`src/rtl/prog_loader.sv`:
```
// prog_loader: byte-stream program loader, the writer side of the instruction/data memory.
// Accepts a framed byte stream (SYNC, N hi, N lo, 4*N data bytes, optional checksum),
// assembles big-endian 32-bit words, writes them from BASE_ADDR upward and raises
// core_run after a good frame.
// Optional feature macro: PROG_LOADER_CSUM_EN (trailing XOR checksum byte).
module prog_loader #(
    parameter int         ADDR_W    = 10,
    parameter int         BASE_ADDR = 0,
    parameter int         MAX_WORDS = 1024,
    parameter logic [7:0] SYNC_BYTE = 8'hA5
) (
    input  logic              clk1,
    input  logic              rst,
    input  logic [7:0]        in_data,
    input  logic              in_valid,
    output logic              in_ready,
    output logic              mem_we,
    output logic [ADDR_W-1:0] mem_addr,
    output logic [31:0]       mem_wdata,
    output logic [15:0]       words_written,
    output logic              core_run,
    output logic              done,
    output logic              err
);

    typedef enum logic [2:0] {
        IDLE,
        LEN_HI,
        LEN_LO,
        DATA,
        CSUM,
        FLUSH,
        DONE,
        ERR
    } state_t;

    localparam logic [16:0]       MAX_N = 17'(MAX_WORDS);
    localparam logic [ADDR_W-1:0] BASE  = ADDR_W'(BASE_ADDR);

    state_t      state;
    logic [15:0] len;
    logic [1:0]  byte_cnt;
    logic [23:0] asm_word;   // low three bytes of the word being assembled
`ifdef PROG_LOADER_CSUM_EN
    logic [7:0]  acc;
`endif

    logic        xfer;
    logic [15:0] len_next;
    logic [31:0] word_next;
    logic        last_word;

    // Handshake and next-value helpers shared by several states.
    always_comb begin
        xfer      = in_valid & in_ready;
        len_next  = {len[15:8], in_data};
        word_next = {asm_word, in_data};
        last_word = (words_written + 16'd1) == len;
    end

    // Frame parser FSM with all outputs registered.
    always_ff @(posedge clk1) begin
        if (rst) begin
            state         <= IDLE;
            // NOTE: in_ready resets low and only rises one cycle later from IDLE,
            // so no byte can be taken in the cycle right after reset.
            in_ready      <= 1'b0;
            mem_we        <= 1'b0;
            mem_addr      <= BASE;
            mem_wdata     <= 32'd0;
            words_written <= 16'd0;
            core_run      <= 1'b0;
            done          <= 1'b0;
            err           <= 1'b0;
            len           <= 16'd0;
            byte_cnt      <= 2'd0;
            asm_word      <= 24'd0;
`ifdef PROG_LOADER_CSUM_EN
            acc           <= 8'd0;
`endif
        end else begin
            // NOTE: strobes default low every cycle; branches below raise them for one cycle.
            mem_we <= 1'b0;
            done   <= 1'b0;
            err    <= 1'b0;

            case (state)
                IDLE: begin
                    in_ready <= 1'b1;
                    if (xfer && in_data == SYNC_BYTE) begin
                        state <= LEN_HI;
                    end
                end

                LEN_HI: begin
                    if (xfer) begin
                        len[15:8] <= in_data;
                        state     <= LEN_LO;
                    end
                end

                LEN_LO: begin
                    if (xfer) begin
                        len <= len_next;
                        if ({1'b0, len_next} > MAX_N) begin
                            state    <= ERR;
                            err      <= 1'b1;
                            in_ready <= 1'b0;
                        end else begin
                            words_written <= 16'd0;
                            byte_cnt      <= 2'd0;
`ifdef PROG_LOADER_CSUM_EN
                            acc           <= 8'd0;
`endif
                            if (len_next == 16'd0) begin
`ifdef PROG_LOADER_CSUM_EN
                                state    <= CSUM;
`else
                                state    <= DONE;
                                done     <= 1'b1;
                                core_run <= 1'b1;
                                in_ready <= 1'b0;
`endif
                            end else begin
                                state <= DATA;
                            end
                        end
                    end
                end

                DATA: begin
                    if (xfer) begin
                        asm_word <= word_next[23:0];
                        byte_cnt <= byte_cnt + 2'd1;
`ifdef PROG_LOADER_CSUM_EN
                        acc      <= acc ^ in_data;
`endif
                        if (byte_cnt == 2'd3) begin
                            mem_we        <= 1'b1;
                            mem_wdata     <= word_next;
                            mem_addr      <= BASE + words_written[ADDR_W-1:0];
                            words_written <= words_written + 16'd1;
                            if (last_word) begin
`ifdef PROG_LOADER_CSUM_EN
                                state    <= CSUM;
`else
                                // Hold off done until the final write strobe has gone out.
                                state    <= FLUSH;
                                in_ready <= 1'b0;
`endif
                            end
                        end
                    end
                end

`ifdef PROG_LOADER_CSUM_EN
                CSUM: begin
                    if (xfer) begin
                        in_ready <= 1'b0;
                        if (in_data == acc) begin
                            state    <= DONE;
                            done     <= 1'b1;
                            core_run <= 1'b1;
                        end else begin
                            state <= ERR;
                            err   <= 1'b1;
                        end
                    end
                end
`endif

                FLUSH: begin
                    state    <= DONE;
                    done     <= 1'b1;
                    core_run <= 1'b1;
                end

                DONE: begin
                    in_ready <= 1'b0;
                end

                ERR: begin
                    state    <= IDLE;
                    in_ready <= 1'b1;
                end

                default: begin
                    state    <= IDLE;
                    in_ready <= 1'b0;
                end
            endcase
        end
    end

endmodule

```
`config.mk`:
```
export PLATFORM = sky130hd
export DESIGN_NAME = prog_loader
export DESIGN_NICKNAME = d
export VERILOG_FILES = /design/src/rtl/prog_loader.sv
export SDC_FILE = /design/constraint.sdc
export NUM_CORES = 1
export LEC_CHECK = 0
export ABC_CLOCK_PERIOD_IN_PS = 2500
export BUFFER_PORTS_ARGS = -buffer_cell sky130_fd_sc_hd__buf_2
export CORE_MARGIN = 8
export CORE_UTILIZATION = 53
export CTS_BUF_LIST = sky130_fd_sc_hd__clkbuf_8
export DETAILED_ROUTE_END_ITERATION = 8
export HOLD_SLACK_MARGIN = 0.06
export PLACE_DENSITY = 0.85
export SLEW_MARGIN = 30
export SYNTH_ARGS = -nofsm -noshare
export SYNTH_HDL_FRONTEND = slang
export SYNTH_SLANG_ARGS = --single-unit
```
`constraint.sdc`:
```
create_clock -name clk1 -period 2.5 [get_ports clk1]
set_clock_uncertainty 0.2 [all_clocks]
set_input_delay 0.125 -clock clk1 [delete_from_list [all_inputs] [get_ports clk1]]
set_output_delay 0.125 -clock clk1 [all_outputs]
set_load 0.1 [all_outputs]
```
* Word level (Yosys, flattened, before mapping)
Index checks and enable logic that the tools add are counted.
** Operators by class
- Add/sub/neg operators :: 2
- Order comparisons :: 1
- Equality and inequality tests :: 18
- Multiplexer cells :: 37
- Bitwise operators :: 6
- Reduce and logical (&&, ||, !) cells :: 18
** Operators with widths (count)
- 16-bit two-way mux :: 4
- 16-bit case mux with 2 select lines :: 1
- 3-bit two-way mux :: 8
- 3-bit case mux with 6 select lines :: 1
- 16-bit by 1-bit adder with 16-bit output (second input constant) :: 1
- 16-bit == test :: 1
- 16-bit by 11-bit greater-than comparator with 1-bit output (second input constant) :: 1
- 16-bit logical NOT :: 1
- 2-bit inequality test (second input constant) :: 8
- 8-bit case mux with 2 select lines :: 1
- 1-bit two-way mux :: 14
- 3-bit == test (second input constant) :: 3
- 8-bit == test (second input constant) :: 1
- 8-bit two-way mux :: 1
- 4-bit AND reduction :: 2
- 7-bit AND reduction :: 1
- 3-bit by 2-bit == test with 1-bit output (second input constant) :: 2
- 2-bit two-way mux :: 3
- 3-bit AND reduction :: 2
- 6-bit AND reduction :: 1
- 3-bit OR reduction :: 2
- 1-bit inverter :: 5
- 5-bit AND reduction :: 1
- 1-bit case mux with 2 select lines :: 2
- other kinds (12) :: 15
** Word-level totals
- Flip-flop bits (word level) :: 108
- Input port bits :: 11
- Output and inout port bits :: 63

* Depth between registers and ports, before layout
- Depth in word-level cells :: 6
- Gate-level depth with buffers :: 10

* Worst setup path after synthesis
Ideal clock, no wire load.
- Path type :: register to register
- Start :: register words_written[0]
- End :: register state[2]
- Arrival time :: 3.028 ns
- Setup slack :: -0.805 ns
- Stages on the path, launching flop included :: 11
- Buffers on the path :: 2
- Clock period less this slack :: 3.305 ns
- Cells stage by stage :: dfxtp_1 > ha_1 > buf_2 > and3_1 > buf_2 > a21oi_1 > o31ai_1 > a211oi_1 > and4_4 > or3b_1 > a41oi_2
** Between the ends
- Cells in the longest elaborated chain, start to end :: 4
** RTL lines
- from (decl) :: RTL line 20 : output logic [15:0] words_written,
- from (signal assigned) :: RTL line 142 : words_written <= words_written + 16'd1;
- 16-bit by 1-bit adder with 16-bit output :: RTL line 58 : last_word = (words_written + 16'd1) == len;
- 16-bit == test :: RTL line 58
- 2-bit inequality test (no line)
- 7-bit AND reduction (no line)
- to (signal assigned) :: RTL line 64 : state <= IDLE;
- to (signal assigned) :: RTL line 91 : state <= LEN_HI;
- to (signal assigned) :: RTL line 98 : state <= LEN_LO;
- to (decl) :: RTL line 40 : state_t state;
Every way passes these cells.
A chain may end at the register's enable or synchronous reset.

* Worst setup path after layout
- Start :: register words_written[0]
- End :: register state[1]
Same word-level chain as after synthesis.

==> metrics <==
RSZ-0062 raised after global routing=yes; Layout Utilization=0.6446; Synth Net Count=621; most common cell after layout, fill and taps aside=nand2_1; Net Sw Frac=0.2500; met1 WL=6099 um; Crit path max-delay family=simple AND/OR/NAND/NOR gates; GR Overflow Total=0; Pwr Total=2.826 mW; Ports=74; die area=12390 um^2; maximum VDD drop=0.0003010 V; Wirelength per Cell=16.99 um; initial antenna violation count=0; Top Metal Used=met4; metal2 WL=6181 um; CTS tree=yes; Placeable Area=8763 um^2; initial core utilization=0.5495; Worst Max-Slew Pin Slew=0.8625 ns; Int Power=2.120 mW; Die Y=111.3 um; IO Port Bufs=73; fraction of registers with async set/reset=0; FF+latch count, synth=108; Num CTS Buffers=9; antenna-violating nets left=0; Net Switching=0.7067 mW; worst skew pair latency=0.37 ns; Multi-input gate area=2469 um^2; type of element launching the critical path=flip-flop; Crit Path Category=reg -> reg; Rows=34; Area after DPL=5349 um^2; max-slew violations=0; metal3 WL=898 um; Max clock buf depth=2; TritonRoute pass-1 iters=5; EDFF count, synth=0; Data required, critical path=2.52 ns; Vias/cell=5.827; largest net degree at the start of global routing=61; critical path endpoint category=flip-flop; Clock power frac=0.366; drt initial violations=449; Comb pwr share=0.030; Mapped Cells=608; CTS Sinks=108; vias in the first global route=4184; NumNets Final=686; Critical Path AT=2.47 ns; static leakage=2.190 nW; final hold vios=0; CP Buf/Inv Count=0; register area=2217 um^2; Flop pwr share=0.604; gpl congestion=0.9011; share of layout cells above drive strength 1=0.2124; synthesis-to-finish area growth=17.30%; drc violations=0; ys flop type=dfxtp_1; Rel. slew slack=0.4236; Synth cell types=63; Antenna diodes=0; Clock Pin Slew Worst Setup and Hold Paths=0.10 ns; crit-path max cell delay=0.43 ns; clock root cell=clkbuf_8; max-cap violation count=0; fin area=5649 um^2; total track usage=0.2109; # fillers=750; worst min path class=in -> reg; sequential share of the synthesized area=0.4489; outcome=completed; Synth Cell Area=4816 um^2; minimum clock period=2.444 ns; DP HPWL=9442 um; H-tree Lvls=3; CP max FO=9; crit-path cells=ha_4 -> nand3_1 -> nor3_1 -> a31oi_1 -> nor4_2 -> nand4_1 -> a21oi_1 -> a221oi_1; Crit-path slowest cell=dfxtp_4; Final period util=0.9778; Max Clk Rate=409.1 MHz; Ys Warns=0; pwr dens=500.3 nW/um^2; most frequent cells in the layout=150 x nand2_1, 91 x a21oi_1, 90 x dfxtp_1; first-pass GRT wire length=21990 um; Die Width=111.3 um; final WL=13360 um; Via Count=4580; setup violators final=0; synthesized area per cell=7.921 um^2
## final timing paths
kind / from / endpoint / slack (ns) / depth (start not counted)
min: in_valid / state[1] / 0.12 / 4
max: words_written[0] / state[1] / 0.06 / 8
max reg2reg: words_written[0] / state[1] / 0.06 / 8
min reg2reg: core_run / core_run / 0.25 / 2
## synth_stat cells, drive strengths merged (4+ instances only)
library cell    n  area (um^2)
a31oi           5        31.28
nand2b          5        31.28
dfxtp         108         2162
and4            5        46.29
nand2         150        563.0
clkbuf         26        97.59
inv             6        22.52
xor2            7        61.31
xnor2          10        87.58
nor2           50        190.2
or3             4        25.02
nor3           14        80.08
a211oi          5        37.54
nor4            5        58.80
mux2i          14        140.1
nand4           9        86.33
nand3           8        40.04
buf            19        92.59
a21oi          91        455.4
and3            4        25.02
o21ai          18        93.84
## cells by family (layout without fill, tap and decap cells)
family          after synthesis  in the layout  synth area share
simple gates                271            271            0.2663
mux                          14             14           0.02910
compound gates              144            144            0.1746
fa+ha+maj                     2              2          0.005195
buf+inv                      52            122           0.04495
xor+xnor                     17             17           0.03092
flops                       108            108            0.4489
## sequential cells by signal (all words and copies together) (netlist names)
signal,flops
core_run,1
len,16
state,3
mem_wdata,32
done,1
err,1
in_ready,1
words_written,16
asm_word,24
byte_cnt,2
mem_we,1
mem_addr,10
## area by class of cell
type	count	share of cell area
Multi-Input combinational cell	448	0.4370
Sequential cell	108	0.3925
Timing Repair Buffer	99	0.1081
Tap cell	108	0.02392
Clock buffer	9	0.02193
Clock inverter	7	0.01196
Inverter	7	0.004651
## metal layers
layer,track usage,vias to the layer above
li1,-,2220
met1,0.2801,2177
met2,0.3362,168
met3,0.03842,15
met4,0.07022,0
met5,0,-
## metrics by stage
| step | hold WS, ns | TNS, ns | std cells | setup WS, ns |
|---|---|---|---|---|
| 4_1_cts | 0.1102 | 0 | 786 | 0.05574 |
| 5_1_grt | 0.1479 | -0.02219 | 786 | -0.01094 |
| 3_5_place_dp | 0.2296 | 0 | 761 | 0.07252 |
| 6_report | 0.1231 | 0 | 786 | 0.05555 |
| 3_3_place_gp | 0.2253 | 0 | 761 | 0.1186 |
| 2_1_floorplan | 0.06097 | -0.04866 | 608 | -0.04866 |
## power by group through the flow
stage | logic (mW) | registers [mW] | clock network (mW)
2_1_floorplan | 0.0329 | 1.76 | 0
3_3_place_gp | 0.0690 | 1.75 | 0
3_5_place_dp | 0.0704 | 1.75 | 0
4_1_cts | 0.0812 | 1.71 | 1.06
5_1_grt | 0.0884 | 1.71 | 1.13
6_report | 0.0836 | 1.71 | 1.03
## timing repair
item	4_1_cts	5_1_grt
gates resized for setup	0	8
hold endpoints to repair	37	0
hold buffers	9	0
buffers inserted	0	0
setup endpoints to repair	0	9
## worst reg2reg max path: cells and delay by family (launching register included)
kind,cells,cell delay [ns]
simple gates,4,0.97
compound gates,3,0.50
flops,1,0.43
fa+ha+maj,1,0.19
(Power assumes the default switching activity.)
